File: src/rtl/riscv_pkg.sv
// riscv_pkg: access-size encodings, memory FSM states and bus-lane helpers
//   LEN_BYTE/LEN_HALF/LEN_WORD : encodings of the 2-bit length field (11 reserved)
//   state_t                    : IDLE / ACCESS / DONE
//   is_legal, byte_en, lane_rep: alignment test, byte enables, store-lane replication
package riscv_pkg;

    localparam logic [1:0] LEN_BYTE = 2'b00;
    localparam logic [1:0] LEN_HALF = 2'b01;
    localparam logic [1:0] LEN_WORD = 2'b10;

    typedef enum logic [1:0] {IDLE, ACCESS, DONE} state_t;

    function automatic logic is_legal(input logic [1:0] len, input logic [1:0] off);
        return (len == LEN_BYTE) || (len == LEN_HALF && !off[0]) || (len == LEN_WORD && off == 2'b00);
    endfunction

    function automatic logic [3:0] byte_en(input logic [1:0] len, input logic [1:0] off);
        return len == LEN_BYTE ? 4'b0001 << off :
               len == LEN_HALF ? (off[1] ? 4'b1100 : 4'b0011) : 4'b1111;
    endfunction

    function automatic logic [31:0] lane_rep(input logic [1:0] len, input logic [31:0] wd);
        return len == LEN_BYTE ? {4{wd[7:0]}} :
               len == LEN_HALF ? {2{wd[15:0]}} : wd;
    endfunction

endpackage

File: src/rtl/load_extend.sv
// load_extend: picks the addressed lane out of a read word and sign/zero-extends it
//   word   in  32 : raw word from memory
//   offset in  2  : byte offset within the word
//   length in  2  : access size (byte/half/word)
//   sign   in  1  : 1 sign-extends, 0 zero-extends
//   result out 32 : extended load value
module load_extend
    import riscv_pkg::*;
(
    input  logic [31:0] word,
    input  logic [1:0]  offset,
    input  logic [1:0]  length,
    input  logic        sign,
    output logic [31:0] result
);

    logic [31:0] shifted;
    logic [7:0]  b;
    logic [15:0] h;

    assign shifted = word >> {offset, 3'b000};
    assign b       = shifted[7:0];
    assign h       = offset[1] ? word[31:16] : word[15:0];
    assign result  = length == LEN_BYTE ? {{24{sign & b[7]}}, b} :
                     length == LEN_HALF ? {{16{sign & h[15]}}, h} : word;

endmodule

File: src/rtl/mem_access_unit.sv
// mem_access_unit: MEM-stage load/store sequencer between the pipeline and a data-memory bus
//   pipeline side : memread, memwrite, length, sign, addr, wdata in; rdata, stall, misalign out
//   bus side      : dmem_req, dmem_we, dmem_addr, dmem_be, dmem_wdata out; dmem_rdata, dmem_ack in
//   clk / rst     : single clock, asynchronous active-high reset
module mem_access_unit
    import riscv_pkg::*;
#(
    parameter int DMEM_AW = 12
) (
    input  logic               clk,
    input  logic               rst,
    input  logic               memread,
    input  logic               memwrite,
    input  logic [1:0]         length,
    input  logic               sign,
    input  logic [31:0]        addr,
    input  logic [31:0]        wdata,
    output logic               dmem_req,
    output logic               dmem_we,
    output logic [DMEM_AW-1:0] dmem_addr,
    output logic [3:0]         dmem_be,
    output logic [31:0]        dmem_wdata,
    input  logic [31:0]        dmem_rdata,
    input  logic               dmem_ack,
    output logic [31:0]        rdata,
    output logic               stall,
    output logic               misalign
);

    state_t             state_q, state_d;
    logic               we_q, we_d, sign_q, sign_d;
    logic [DMEM_AW-1:0] addr_q, addr_d;
    logic [3:0]         be_q, be_d;
    logic [31:0]        wdata_q, wdata_d, rdata_q, rdata_d, ext;
    logic [1:0]         len_q, len_d, off_q, off_d;
    logic               req, legal, unused_hi;

    assign req       = memread | memwrite;
    assign legal     = is_legal(length, addr[1:0]);
    assign unused_hi = ^addr[31:DMEM_AW];

    load_extend u_ext (
        .word   (dmem_rdata),
        .offset (off_q),
        .length (len_q),
        .sign   (sign_q),
        .result (ext)
    );

    always_comb begin
        state_d = state_q;
        we_d    = we_q;
        addr_d  = addr_q;
        be_d    = be_q;
        wdata_d = wdata_q;
        sign_d  = sign_q;
        len_d   = len_q;
        off_d   = off_q;
        rdata_d = rdata_q;
        case (state_q)
            IDLE: if (req && legal) begin
                state_d = ACCESS;
                we_d    = memwrite;
                addr_d  = {addr[DMEM_AW-1:2], 2'b00};
                be_d    = byte_en(length, addr[1:0]);
                wdata_d = lane_rep(length, wdata);
                sign_d  = sign;
                len_d   = length;
                off_d   = addr[1:0];
            end
            ACCESS: if (dmem_ack) begin
                state_d = DONE;
                rdata_d = we_q ? rdata_q : ext;
            end
            default: state_d = IDLE;
        endcase
    end

    always_ff @(posedge clk or posedge rst) begin
        if (rst) begin
            state_q <= IDLE;
            we_q    <= 1'b0;
            addr_q  <= '0;
            be_q    <= '0;
            wdata_q <= '0;
            sign_q  <= 1'b0;
            len_q   <= LEN_BYTE;
            off_q   <= '0;
            rdata_q <= '0;
        end else begin
            state_q <= state_d;
            we_q    <= we_d;
            addr_q  <= addr_d;
            be_q    <= be_d;
            wdata_q <= wdata_d;
            sign_q  <= sign_d;
            len_q   <= len_d;
            off_q   <= off_d;
            rdata_q <= rdata_d;
        end
    end

    // The IDLE-cycle stall and misalign are combinational from the inputs, so they are
    // gated by rst to read 0 during reset even while a request is still presented.
    assign dmem_req   = state_q == ACCESS;
    assign stall      = !rst && (state_q == ACCESS || (state_q == IDLE && req && legal));
    assign misalign   = !rst && state_q == IDLE && req && !legal;
    assign dmem_we    = we_q;
    assign dmem_addr  = addr_q;
    assign dmem_be    = be_q;
    assign dmem_wdata = wdata_q;
    assign rdata      = rdata_q;

endmodule

File: config.mk
export PLATFORM = sky130hd
export DESIGN_NAME = mem_access_unit
export DESIGN_NICKNAME = d
export VERILOG_FILES = /design/src/rtl/riscv_pkg.sv /design/src/rtl/load_extend.sv /design/src/rtl/mem_access_unit.sv
export SDC_FILE = /design/constraint.sdc
export NUM_CORES = 1
export LEC_CHECK = 0
export ABC_AREA = 1
export CORE_ASPECT_RATIO = 1.4
export CORE_MARGIN = 5
export CORE_UTILIZATION = 44
export DETAILED_ROUTE_END_ITERATION = 12
export HOLD_SLACK_MARGIN = 0.06
export PLACE_DENSITY_LB_ADDON = 0.05
export SLEW_MARGIN = 20
export SYNTH_ARGS = -nofsm -noshare
export SYNTH_HDL_FRONTEND = slang
export SYNTH_SLANG_ARGS = --single-unit
export TNS_END_PERCENT = 1
File: constraint.sdc
create_clock -name clk -period 3.5 [get_ports clk]
set_input_delay 0.875 -clock clk [delete_from_list [all_inputs] [get_ports clk]]
set_output_delay 0.875 -clock clk [all_outputs]
set_load 0.01 [all_outputs]
# Word level (Yosys, flattened, before mapping)
# Index checks and enable logic that the tools add are counted.
classes:
  bitwise: 4
  muxes: 11
  n_reduce_logical: 22
  eq_ne: 6
  n_shift: 2
ops:
  columns: ["operator", "n"]
  rows:
  - ["$mux 32", 4]
  - ["$shr 32x5->8", 1]
  - ["$mux 16", 1]
  - ["$mux 4", 3]
  - ["$logic_and 1x1->1", 9]
  - ["$logic_not 2->1", 4]
  - ["$eq 2x1->1 const B", 3]
  - ["$mux 2", 2]
  - ["$pmux 2 s2", 1]
  - ["$reduce_and 2->1", 2]
  - ["$shl 1x2->4 const A", 1]
  - ["$logic_not 1->1", 3]
  - ["$logic_or 1x1->1", 3]
  - ["$reduce_and 3->1", 1]
  - ["$and 1x1->1", 2]
  - ["$eq 2x2->1 const B", 1]
  - ["$ne 2x1->1 const B", 1]
  - ["$ne 2x2->1 const B", 1]
  - ["$not 1->1", 1]
  - ["$or 1x1->1", 1]
word_totals:
  register_bits: 86
  inputBits: 104
  wordCells: 54
  out_inout_bits: 84

# Longest topological paths before layout
# Gate-level depths: netlist of the first run.
logic_depth:
  ltp_word: 7
  depth_mapped: 11
  mapped_depth_nobuf: 9

# Hierarchy
# From an unflattened synthesis of the first run, not the netlist that was laid out.
unflattened:
  hier_cells: 720
  hier_area_um2: 4966.0
modules_own_cells:
  columns: ["module", "area_per_inst_um2", "seq_area_each_um2", "cells_each", "n_inst"]
  rows:
  - ["mem_access_unit", 3876.2, 2152.1, 475, 1]
  - ["load_extend", 1089.8, 0.0, 245, 1]

# Worst setup path after synthesis of the first run
# No wires, ideal clock.
synth_timing:
  kind: "input port to output port"
  startpoint: "in length[1]"
  endpoint: "out stall"
  stages: 8
  arrival_time_ps: 1868
  required_time_ps: 2625
  path_slack_ps: 757
  path_cell_list: "buf_6 -> nor2_4 -> nor2_1 -> nor2_4 -> nand2_2 -> buf_6 -> buf_6 -> a21oi_1"
synth_via:
  elab_chain_cells: 7
  word_cells_on_any_way: 10
  classes_between: "eq/ne: 2; reduce/logical: 8"
synth_lines:
  columns: ["element", "line_no", "rtl"]
  rows:
  - ["from (decl)", "mem_access_unit.sv:14", "input logic [1:0] length,"]
  - ["$eq 2x1->1", "riscv_pkg.sv:14", "return (len == LEN_BYTE) || (len == LEN_HALF && !off[0]) || (len == LEN_WORD && off == 2'b00);"]
  - ["$logic_and 1x1->1", "riscv_pkg.sv:14", null]
  - ["$logic_or 1x1->1", "riscv_pkg.sv:14", null]
  - ["$logic_or 1x1->1 (*)", "riscv_pkg.sv:14", null]
  - ["$logic_and 1x1->1 (*)", "mem_access_unit.sv:106", "assign stall = !rst && (state_q == ACCESS || (state_q == IDLE && req && legal));"]
  - ["$logic_or 1x1->1 (*)", "mem_access_unit.sv:106", null]
  - ["$logic_and 1x1->1 (*)", "mem_access_unit.sv:106", null]
  - ["to (decl)", "mem_access_unit.sv:26", "output logic stall,"]
# Mark *: on every way between the ends. The rest lies on a longest branch, timed or not.

# Final worst setup path of the first run
# Ends and elaborated chain as after synthesis.

==> metrics.txt, run 1 <==
Final ANT Viol Nets 0; Core Region 10,300 sq um; Core Util, Final 63.4%; H-tree depth 3; via count 4,562; Top Ports 188; Setup TNS Final 0 ps; Initial Util 44.7%; post-synth top area share 46.8%; element type at the critical path end output pin; period utilization 97.7%; Syn Inst Count 642; Overflow after GRT 0; chip width 96.4 microns; Non-Filler Instances 932; CTS sink cnt 86; Port Buffers 165; # setup viols final 0; Buffers & Inverters on Critical Path 2; CTS tree done; Post-Syn Area 4600 sq um; worst-margin pin slew 857 ps; FF+latch count, synth 86; largest net degree at the start of global routing 95; Hold WS 468 ps; CTS buffer count 9; worst setup margin 79.1 ps; worst vdd ir 0.000407 V; fin nets 896; Avg Inst Size Synth 7.16 sq um; f_max 0.292 GHz; CP Launch Type input port; hold_buf cts 0; most frequent cells in the layout nand2_1 (257), clkdlybuf4s50_1 (164), dfrtp_1 (86); placed cell count 918; CP peak stage delay 550 ps; share of post-route cells with drive strength above 1 4.79%; Placer Congestion 0.884; CP Class in2out; drt via density 4.89; Synth area leader dfrtp_1; minimum clock period 3420 ps; Seq/Total Area, Yosys 46.8%; Area Overhead vs Synth 41.9%; Clock transition at path regs 60 ps; GRT Util Overall 22.2%; Inserted Diodes 0; Slew Limit Headroom 42.9%; max_cap viols 0; root buf cell clkbuf_16; vias in the first global route 4,604; WP data required 2620 ps; Routed WL 13.5 mm; Worst EP arrival 2550 ps; clock buffer depth 2; Leakage 3.25 nW; Row Count 44; DR iter-0 viols 181; Slew Viols, Final 0; path type of the worst min-delay path reg2reg; hpwl dp 9.99 mm; status completed; die height 131 microns; Area contributors post-synth dfrtp_1 (47%), nand2_1 (21%), nand3_1 (5.5%), inv_1 (5.1%), o21ai_0 (4.7%); Hold Vio Cnt, Final 0; crit path max fanout 5; routed len/inst 14.5 microns; CP top delay family buffers and inverters; Final Skew 8.29 ps; initial antenna violation count 0; Yosys cell types 25; Ys Warns 0; Remaining DRCs 0; first-pass GRT wire length 21.7 mm; dpl ws 55.3 ps; commonest non-fill, non-tap cell in the layout nand2_1; Worst path slowest cell clkdlybuf4s50_1; P per Cell Area 710 nW/um^2; DR pass1 iterations 5; critical path cell sequence clkdlybuf4s50_1 > nor2_4 > nor2_1 > nor2_4 > nand2_2 > a21oi_1 > clkdlybuf4s50_1; die area 12,600 sq um; Worst-Skew Late Latency 330 ps
cell families after synthesis:
| family | Yosys count | synth area share [%] |
|---|---|---|
| AO/OA/AOI/OAI | 90 | 10.5 |
| buffers and inverters | 101 | 10.4 |
| flip-flops | 86 | 46.8 |
| other | 1 | 0.0815 |
| AND/OR/NAND/NOR | 364 | 32.2 |
Yosys cell counts:
cell type  instances
nor4_1             1
inv_2              1
clkbuf_1          12
o21ai_2            5
inv_4              1
buf_2             10
nor3_2             1
nand2_1          257
nor2_1            47
nor2_2             1
o21ai_0           43
nand3_2            1
nand4_2            1
conb_1             1
buf_6              9
buf_4              5
dfrtp_1           86
nand2_2            1
a31oi_1            4
a21oi_2            2
nor2_4             3
a21oi_1           18
nand3_1           51
o21ai_1           18
inv_1             63
layout make-up:
type | instances | area [sq um]
Clock buffer | 11 | 233
Timing Repair Buffer | 174 | 1730
Multi-Input combinational cell | 456 | 1980
Tap cell | 138 | 173
Fill cell | 953 | 3770
Clock inverter | 2 | 12.5
Inverter | 65 | 248
Sequential cell | 86 | 2150
per-layer routing:
| layer | wire, microns | part of all wire [%] | up-vias | track usage, % |
|---|---|---|---|---|
| li1 | - | - | 2288 | - |
| met1 | 5110 | 38 | 2078 | 24.8 |
| met2 | 6910 | 51 | 170 | 38.7 |
| met3 | 1080 | 8.0 | 26 | 6.53 |
| met4 | 411 | 3.0 | 0 | 9.58 |
| met5 | 0 | 0 | - | 0 |
repair_timing:
item | in CTS | in global routing
buffers inserted | 0 | 1
resized for setup | 0 | 1
setup endpoints to repair | 0 | 2
stage by stage:
stage	total power, mW	cell area, sq um
2_1_floorplan	2.74	4600
3_3_place_gp	3.79	6270
3_5_place_dp	3.84	6270
4_1_cts	4.70	6520
5_1_grt	5.00	6530
6_report	4.64	6530
worst reg2reg max path: stages (launching register included):
cell and delay (ps):
dfrtp_1 780, nor2_1 170, inv_1 570, nand3_1 220
nand2_1 100, nor2_1 50, nor2_1 90
power by group:
part / internal, mW / total (mW) / switching (mW)
sequential: 1.40 / 1.69 / 0.290
clock: 0.468 / 0.832 / 0.364
combinational: 1.08 / 2.12 / 1.04
total: 2.94 / 4.64 / 1.69
sequential cells by signal, indices dropped and copies added (netlist names):
signal / count
dmem_we: 1
dmem_wdata: 32
rdata: 32
dmem_be: 4
state_q: 2
dmem_addr: 10
len_q: 2
off_q: 2
sign_q: 1
path summary, 6_finish.rpt:
check | from | to | slack [ps] | cells past startpoint
setup / recovery | length[1] | stall | 80 | 7
hold / removal | dmem_addr[8]$_DFFE_PP0P_ | dmem_addr[8]$_DFFE_PP0P_ | 470 | 2
setup reg to reg | len_q[1]$_DFFE_PP0P_ | rdata[8]$_DFFE_PP0P_ | 1450 | 6
hold reg to reg | dmem_addr[8]$_DFFE_PP0P_ | dmem_addr[8]$_DFFE_PP0P_ | 470 | 2
max in group asynchronous | rst | dmem_wdata[18]$_DFFE_PP0P_ | 2120 | 3
min in group asynchronous | rst | dmem_we$_DFFE_PP0P_ | 1050 | 3
Power figures use the tool's default switching activity.
==> inputs of run 2 (changes only) <==
--- a/config.mk
+++ b/config.mk
@@ -7,7 +7,7 @@
 export LEC_CHECK = 0
 export ABC_AREA = 1
 export CORE_ASPECT_RATIO = 1.4
-export CORE_MARGIN = 5
+export CORE_MARGIN = 2
 export CORE_UTILIZATION = 44
 export DETAILED_ROUTE_END_ITERATION = 12
 export HOLD_SLACK_MARGIN = 0.06
==> metrics.txt, run 2 (same netlist as run 1, synthesis figures left out) <==
hpwl dp 9.42 mm (-5.7%); fillcell total 965 (+1.3%); Worst-Skew Late Latency 340 ps (about the same); DR iter-0 viols 250 (+38%); crit path max fanout 5 (unchanged); Hold Vio Cnt, Final 0 (unchanged); Final Skew 6.48 ps (-1.81 ps); via count 4,615 (+1.2%); fin nets 897 (+0.11%); commonest non-fill, non-tap cell in the layout nand2_1; routed len/inst 13.9 microns (-4.0%); minimum clock period 3380 ps (-39.5 ps); CTS sink cnt 86 (unchanged); Port Buffers 165 (unchanged); CTS tree done; FF/Latch Area 2150 sq um (unchanged); f_max 0.296 GHz (+1.2%); worst-margin pin slew 869 ps (+11.8 ps); P per Cell Area 722 nW/um^2 (+1.7%); worst vdd ir 0.000385 V (-5.5%); Slew Limit Headroom 42.1% (-0.79 points); path type of the worst min-delay path reg2reg; DR pass1 iterations 5 (unchanged); Pwr Total 4.76 mW (+2.7%); largest net degree at the start of global routing 95 (unchanged); Core Region 10,300 sq um (unchanged); Inserted Diodes 0 (unchanged); Non-Filler Instances 936 (+0.43%); die height 125 microns (-4.6%); Placer Congestion 0.926 (+4.8%); GRT Util Overall 23.3% (+1.1 points); critical path cell sequence clkdlybuf4s50_1 > inv_1 > a21oi_2 > nor2_4 > nand2_2 > a21oi_1 > clkdlybuf4s50_1; Worst EP arrival 2510 ps (-40 ps); status completed; CP peak stage delay 550 ps (about the same); first-pass GRT wire length 21.2 mm (-2.4%); WP data required 2620 ps (about the same); Remaining DRCs 0 (unchanged); Core Util, Final 64.0% (+0.62 points); dpl ws 53.9 ps (-1.42 ps); period utilization 96.6% (-1.1 points); initial antenna violation count 0 (unchanged); most frequent cells in the layout nand2_1 (257), clkdlybuf4s50_1 (162), dfrtp_1 (86); Crit path top cell by count clkdlybuf4s50_1; CP Launch Type input port; die area 11,300 sq um (-11%); chip width 90.4 microns (-6.2%); Top Ports 188 (unchanged); Multi-input gate area 1980 sq um (unchanged); Initial Util 44.7% (unchanged); element type at the critical path end output pin; # setup viols final 0 (unchanged); Area Overhead vs Synth 43.3%; H-tree depth 3 (unchanged); CTS buffer count 9 (unchanged); root buf cell clkbuf_16; Routed WL 13.0 mm (-3.6%); drt via density 4.93 (+0.73%); post-route cell area 6590 sq um (+0.98%); Slew Viols, Final 0 (unchanged); Final ANT Viol Nets 0 (unchanged); placed cell count 918 (unchanged); clock buffer depth 2 (unchanged); Worst path slowest cell clkdlybuf4s50_1; Row Count 44 (unchanged); CP Class in2out; Leakage 3.30 nW (+1.7%); vias in the first global route 4,450 (-3.3%); hold_buf cts 0 (unchanged); worst setup margin 119 ps (+39.5 ps); Clock transition at path regs 70 ps (about the same); share of post-route cells with drive strength above 1 5.51% (+0.73 points); dpl cell area 6270 sq um (unchanged); max_cap viols 0 (unchanged); Overflow after GRT 0 (unchanged)
## run 2: cell types whose count changed in the layout (fill, tap and decap cells not counted), sizes merged
cell	change
inv	+3
clkbuf	-2
bufinv	+1
buf	+1
clkdlybuf4s50	-2
clkinv	+2
clkinvlp	-1
dlymetal6s2s	+2
## run 2: critical path: cells and delay by family
kind,cells,cell delay (ps)
buffers and inverters,3,1190
AND/OR/NAND/NOR,2,220
AO/OA/AOI/OAI,2,220
## run 2: final timing paths
kind                                           from                        end  slack (ps)  cells past startpoint
min                        dmem_addr[2]$_DFFE_PP0P_   dmem_addr[2]$_DFFE_PP0P_         470                      2
min reg2reg                dmem_addr[2]$_DFFE_PP0P_   dmem_addr[2]$_DFFE_PP0P_         470                      2
max                                         addr[1]                      stall         120                      7
min in group asynchronous                       rst      rdata[12]$_DFFE_PP0P_        1020                      3
max reg2reg                    off_q[0]$_DFFE_PP0P_      rdata[22]$_DFFE_PP0P_        1470                      6
max in group asynchronous                       rst  dmem_wdata[7]$_DFFE_PP0P_        2130                      3
## run 2: final cells by class
| cell class | count | area share [%] |
|---|---|---|
| Sequential cell | 86 | 32.6 |
| Clock buffer | 9 | 3.42 |
| Tap cell | 138 | 2.62 |
| Clock inverter | 7 | 1.08 |
| Timing Repair Buffer | 175 | 26.5 |
| Multi-Input combinational cell | 456 | 30.0 |
| Inverter | 65 | 3.76 |
## run 2: what timing repair did
| item | in CTS | in global routing |
|---|---|---|
| endpoints found under the setup margin | 0 | 2 |
| resized for setup | 0 | 3 |
| buffers inserted | 0 | 2 |
## run 2: power by group
part | internal, mW | leakage [nW] | switching, mW
Sequential | 1.40 | 1.06 | 0.290
Combinational | 1.08 | 2.09 | 1.02
Clock | 0.557 | 0.150 | 0.414
## run 2: per-stage QoR
| step | setup TNS, ps | hold WS [ps] |
|---|---|---|
| 6_report | 0 | 471 |
| 5_1_grt | -2.08 | 496 |
| 4_1_cts | 0 | 475 |
| 3_5_place_dp | 0 | 458 |
| 3_3_place_gp | 0 | 455 |
| 2_1_floorplan | 0 | 501 |
## run 2: layer usage
metal / GRT usage, % / vias to the layer above / wire length [microns]
met4: 11.2 / 0 / 469
met1: 26.7 / 2120 / 5040
met2: 40.6 / 168 / 6630
met5: 0 / - / 0
met3: 5.84 / 29 / 894
li1: - / 2298 / -
